`src/rtl/mem_access_stage.sv`:
```
// Memory-access stage sitting in front of Memory_File. Accepts one load or
// store per handshake, turns byte addresses into word indices, performs
// byte/half stores as read-modify-write and returns extended load data
// through a valid/ready response channel.
module mem_access_stage #(
  parameter int ADDR_W = 32,
  parameter int DATA_W = 32
) (
  input  logic              clk,
  input  logic              reset,
  input  logic              req_valid,
  output logic              req_ready,
  input  logic              req_we,
  input  logic [1:0]        req_size,
  input  logic              req_signed,
  input  logic [ADDR_W-1:0] req_addr,
  input  logic [DATA_W-1:0] req_wdata,
  input  logic [4:0]        req_rd,
  output logic [31:0]       mem_read_sel,
  output logic [31:0]       mem_write_sel,
  output logic [DATA_W-1:0] mem_wdata,
  output logic              mem_we,
  input  logic [DATA_W-1:0] mem_rdata,
  output logic              rsp_valid,
  input  logic              rsp_ready,
  output logic [DATA_W-1:0] rsp_data,
  output logic [4:0]        rsp_rd,
  output logic              rsp_misalign
);

  localparam logic [1:0] IDLE = 2'd0;
  localparam logic [1:0] RD   = 2'd1;
  localparam logic [1:0] WR   = 2'd2;
  localparam logic [1:0] RSP  = 2'd3;

  localparam logic [1:0] SZ_BYTE = 2'b00;
  localparam logic [1:0] SZ_HALF = 2'b01;
  localparam logic [1:0] SZ_WORD = 2'b10;

  logic [1:0]        state_q, state_d;
  logic [31:0]       sel_q;
  logic              we_q;
  logic [1:0]        size_q;
  logic              sgn_q;
  logic [1:0]        lane_q;
  logic [DATA_W-1:0] wdata_q;
  logic [4:0]        rd_q;
  logic [DATA_W-1:0] rdata_q;
  logic [DATA_W-1:0] rsp_data_q;
  logic              mis_q;

  logic              accept;
  logic              fault;
  logic [31:0]       word_idx;
  logic [7:0]        byte_f;
  logic [15:0]       half_f;
  logic [DATA_W-1:0] load_ext;
  logic [DATA_W-1:0] merged;

  assign accept   = req_valid && (state_q == IDLE);
  assign word_idx = 32'(req_addr[ADDR_W-1:2]);

  // Alignment / size fault detection on the incoming request.
  always_comb begin
    // NOTE: every always_comb output gets a default first so no path infers a latch.
    fault = 1'b0;
    case (req_size)
      SZ_BYTE: fault = 1'b0;
      SZ_HALF: fault = req_addr[0];
      SZ_WORD: fault = (req_addr[1:0] != 2'b00);
      default: fault = 1'b1;
    endcase
  end

  // Next-state logic: faults skip memory; word stores skip the read.
  always_comb begin
    state_d = state_q;
    case (state_q)
      IDLE: if (req_valid) begin
        if (fault)                          state_d = RSP;
        else if (req_we && req_size == SZ_WORD) state_d = WR;
        else                                state_d = RD;
      end
      RD:      state_d = we_q ? WR : RSP;
      WR:      state_d = RSP;
      default: if (rsp_ready) state_d = IDLE;
    endcase
  end

  // Load-data extraction and extension from the word presented in RD.
  always_comb begin
    byte_f   = mem_rdata[8*lane_q +: 8];
    half_f   = mem_rdata[16*lane_q[1] +: 16];
    load_ext = mem_rdata;
    case (size_q)
      SZ_BYTE: load_ext = {{(DATA_W-8){sgn_q & byte_f[7]}}, byte_f};
      SZ_HALF: load_ext = {{(DATA_W-16){sgn_q & half_f[15]}}, half_f};
      default: load_ext = mem_rdata;
    endcase
  end

  // Store word: lane replacement into the captured word for sub-word stores.
  always_comb begin
    merged = rdata_q;
    case (size_q)
      SZ_BYTE: merged[8*lane_q +: 8]       = wdata_q[7:0];
      SZ_HALF: merged[16*lane_q[1] +: 16]  = wdata_q[15:0];
      default: merged                      = wdata_q;
    endcase
  end

  // State register.
  always_ff @(posedge clk or negedge reset) begin
    // NOTE: sequential state uses non-blocking assignments only.
    if (!reset) state_q <= IDLE;
    else        state_q <= state_d;
  end

  // Request capture, read-word capture and response registers.
  always_ff @(posedge clk or negedge reset) begin
    // NOTE: every register here is small control/data state, so all are reset;
    // the memory itself lives in Memory_File and is never touched by reset.
    if (!reset) begin
      sel_q      <= '0;
      we_q       <= 1'b0;
      size_q     <= '0;
      sgn_q      <= 1'b0;
      lane_q     <= '0;
      wdata_q    <= '0;
      rd_q       <= '0;
      rdata_q    <= '0;
      rsp_data_q <= '0;
      mis_q      <= 1'b0;
    end else begin
      if (accept) begin
        sel_q      <= word_idx;
        we_q       <= req_we;
        size_q     <= req_size;
        sgn_q      <= req_signed;
        lane_q     <= req_addr[1:0];
        wdata_q    <= req_wdata;
        rd_q       <= req_rd;
        mis_q      <= fault;
        rsp_data_q <= '0;
      end
      if (state_q == RD) begin
        if (we_q) rdata_q    <= mem_rdata;
        else      rsp_data_q <= load_ext;
      end
    end
  end

  // mem_we decodes straight from state, so an async reset drops it at once.
  assign mem_we        = (state_q == WR);
  assign mem_wdata     = (state_q == WR) ? merged : '0;
  assign mem_read_sel  = sel_q;
  assign mem_write_sel = sel_q;
  assign req_ready     = (state_q == IDLE);
  assign rsp_valid     = (state_q == RSP);
  assign rsp_data      = rsp_data_q;
  assign rsp_rd        = rd_q;
  assign rsp_misalign  = mis_q;

endmodule

```
`config.mk`:
```
export PLATFORM = sky130hd
export DESIGN_NAME = mem_access_stage
export DESIGN_NICKNAME = d
export VERILOG_FILES = /design/src/rtl/mem_access_stage.sv
export SDC_FILE = /design/constraint.sdc
export NUM_CORES = 1
export LEC_CHECK = 0
export CAP_MARGIN = 20
export CORE_ASPECT_RATIO = 0.75
export CORE_MARGIN = 2
export CORE_UTILIZATION = 46
export DETAILED_ROUTE_END_ITERATION = 16
export PLACE_DENSITY = 0.81
export SLEW_MARGIN = 5
export SYNTH_ARGS = -nofsm -noshare
export SYNTH_HDL_FRONTEND = slang
export SYNTH_SLANG_ARGS = --single-unit
export TNS_END_PERCENT = 1
```
`constraint.sdc`:
```
create_clock -name clk -period 3.1 [get_ports clk]
set_input_delay 0.465 -clock clk [delete_from_list [all_inputs] [get_ports clk]]
set_output_delay 0.465 -clock clk [all_outputs]
set_load 0.1 [all_outputs]
```
==> impl_results.md <==
* Worst Path Buf+Inv at 3
* Synth Flop Type: dfrtp_1
* Crit path cell chain: buf_4 -> ha_1 -> inv_1 -> a221o_1 -> a32o_1 -> buf_12
* Gpl congestion at 0.919
* CP max-delay cell: dfrtp_2
* Drt wl/cell at 22.8 um
* RSZ-0062 raised after global routing: yes
* TritonRoute pass-1 iters at 5
* Initial DRC count at 478
* Final setup vio count at 0
* Fin cells at 1037
* Total Wirelength at 23.6 mm
* Post-synthesis adder-cell area fraction at 0.0154
* Pin count of the biggest net entering global routing at 76
* Tcrit/Tclk final at 0.963
* RR Startpoint: lane_q[1]$_DFFE_PN0P_
* CTS root buf: clkbuf_16
* Peak fanout along the critical path at 27
* Max Cap Violations at 0
* Dpl hpwl at 17.6 mm
* Core footprint at roughly 0.015 mm2
* Cells after DPL at around 1000
* Number of synthesized flops with an enable pin at 0
* Slew Viols, Final at 0
* Area delta synth->final at 46.9%
* Post-synthesis cell type count at 54
* Simple-gate portion of the synthesized area at 0.0744
* Syn Inst Count at 618
* Worst path required time at 2630 ps
* Cell family with most CP delay: buffers and inverters
* Fraction of synthesis flops using an asynchronous set or reset pin at 1.00
* Vias in the first global route at 6436
* Die Area at ~0.017 mm2
* Worst path depth at 6
* Seq cells post-synth at 140
* R2R cell count at 6
* Fin crit period at 2980 ps
* CTS Sinks at 140
* Slew @ Worst Pin at 736 ps
* Endpoint type of the worst setup path: output port
* FP Rows at 39
* Hold Path Class: primary input to async pin
* R2r endpoint: rsp_data[2]$_DFF_PN0_
* Slack of the worst reg-to-reg path at between 800 and 900 ps
* First-pass GRT wire length at approximately 36 mm
* DRT antenna net count at 0
* Final Hold Fails at 0
* Ports at 246
* Die Wd at 150 um
* Vias at 6214
* Compound-cell area share of the yosys netlist at 0.163
* DR vias/cell at 5.99
* Worst setup SP type: flip-flop
* Final Skew at 7.76 ps
* # DRC at 0
* Nets@finish at about 940
* Initial antenna violation count at 1
* Layout cell share with drive strength beyond 1 at 0.414
* CP Data Arrival Time at 2520 ps
* Die H at 113 um
* Num CTS Buffers at 17
* CTS tree: done
* Mux contribution to synthesized area at 0.199
* Htree depth at 4
* Synth Area in XOR/XNOR at 0
* Post-CTS setup repair buffer count at 0
* Fmax at 335 MHz
* Status: complete, no violations
* Clk buf depth at 2
* Global Route Usage Sum at 0.283
* I/O Buffers at 241
* Syn_area_per_cell at 11.9 um2
* Fill count at 1100
* Later-pin clock latency in the skew report at ~420 ps
* Seq/Total Area, Yosys at 0.478
* Setup Crit Path Kind: flip-flop to output port
* Largest family of logic cells by synthesized area: multiplexers
* GRT overflow at 0
* Synthesized area at between 0.007 and 0.008 mm2
* Rel. slew slack at 0.509
* Ys Warns at 0
* CP peak stage delay at 410 ps
* Initial Util at 0.475
* CTS clk-pin slew, worst paths at around 60 ps
==> per-stage QoR <==
step	instance area, um2	TNS (ps)	utilization	setup WS [ps]	hold slack, ps
floorplan	7740	-5520	-	-439	169
global placement	10100	0	0.658	547	483
detailed placement	10100	0	0.658	448	497
CTS	10800	0	0.698	76.4	88.6
global route	10800	-0.727	0.698	-0.727	103
finish	10800	0	0.698	116	27.7
==> layout make-up <==
class                           count  area (um2)  area share
Clock buffer                       19         453      0.0421
Inverter                            9        37.5     0.00349
Clock inverter                     13         166      0.0155
Tap cell                          205         256      0.0238
Antenna cell                        1        2.50    0.000232
Timing Repair Buffer              257        2630       0.244
Sequential cell                   140        3510       0.326
Multi-Input combinational cell    393        3720       0.345
==> Yosys cell counts, drive strengths merged (9+ instances only) <==
master | n | share of area
a221o | 23 | 0.032
clkbuf | 18 | 0.0092
nand2 | 36 | 0.018
mux2i | 17 | 0.023
nand3 | 9 | 0.0061
nor2b | 21 | 0.018
ha | 9 | 0.015
o22ai | 17 | 0.015
dfrtp | 140 | 0.48
a21oi | 13 | 0.0089
o21ai | 11 | 0.0075
a22oi | 14 | 0.014
a221oi | 16 | 0.019
o21a | 10 | 0.010
a31oi | 11 | 0.0094
buf | 61 | 0.056
mux2 | 112 | 0.17
==> how the worst max path moves through the flow <==
stage | endpoint | start
floorplan | mem_wdata[21] | lane_q[1]$_DFFE_PN0P_
global placement | mem_wdata[21] | lane_q[0]$_DFFE_PN0P_
detailed placement | mem_wdata[21] | lane_q[0]$_DFFE_PN0P_
CTS | mem_wdata[31] | state_q[0]$_DFFE_PN0P_
global route | mem_wdata[16] | lane_q[0]$_DFFE_PN0P_
finish | mem_wdata[31] | lane_q[1]$_DFFE_PN0P_
==> cell usage in the layout, fill, tap and decap left out, types with 5 or more instances in the layout <==
cell type	count
mux2_2	111
nand2_1	34
a31oi_1	11
o21bai_1	8
clkdlybuf4s50_1	107
o21ai_0	11
mux2i_1	17
clkbuf_16	17
a221oi_1	5
a32oi_1	7
a221o_1	22
nor2b_1	21
a32o_1	7
o21a_1	10
buf_4	115
a2111oi_4	8
o22ai_2	8
o22ai_1	9
buf_12	34
ha_1	7
dfrtp_1	137
a221oi_4	8
nand3_1	9
a22oi_1	14
a21oi_1	12
clkinvlp_4	5
inv_1	7
and2b_1	7
nor2_1	7
==> logic make-up after synthesis <==
| logic type | count (synthesis) |
|---|---|
| other | 1 |
| DFF | 140 |
| muxes | 130 |
| AOI/OAI and AO/OA | 153 |
| and+or+nand+nor | 97 |
| buffers and inverters | 88 |
| adders and majority gates | 9 |
==> worst reg2reg max path, stage by stage (launching register included) <==
cell	delay, ps
dfrtp_2	410
buf_4	400
nor2b_1	590
buf_4	280
nor3_2	100
a22oi_1	200
o21ai_0	130
==> routing by layer <==
layer	vias to the layer above	track usage	part of all wire
met4	0	0.0881	0.021
met3	44	0.0823	0.097
met2	345	0.459	0.48
met1	3137	0.369	0.40
li1	2688	-	-
met5	-	0	0
==> flip-flops by register name, indices dropped and copies added, names as in the netlist, 2 cells and up <==
| signal | count |
|---|---|
| lane_q | 2 |
| mem_read_sel | 30 |
| rdata_q | 32 |
| rsp_data | 32 |
| rsp_rd | 5 |
| size_q | 2 |
| state_q | 2 |
| wdata_q | 32 |
==> repair_timing <==
| action | 4_1_cts | 5_1_grt |
|---|---|---|
| pin swaps | 1 | 0 |
| hold buffers | 0 | 0 |
| cloned | 0 | 0 |
| setup endpoints to repair | 1 | 16 |
| endpoints found under the hold margin | 0 | 0 |
| gates resized for setup | 0 | 3 |
Power is left out: the tool's default activity adds up to more than one toggle a clock period on the data nets, which glitch-free logic cannot reach.
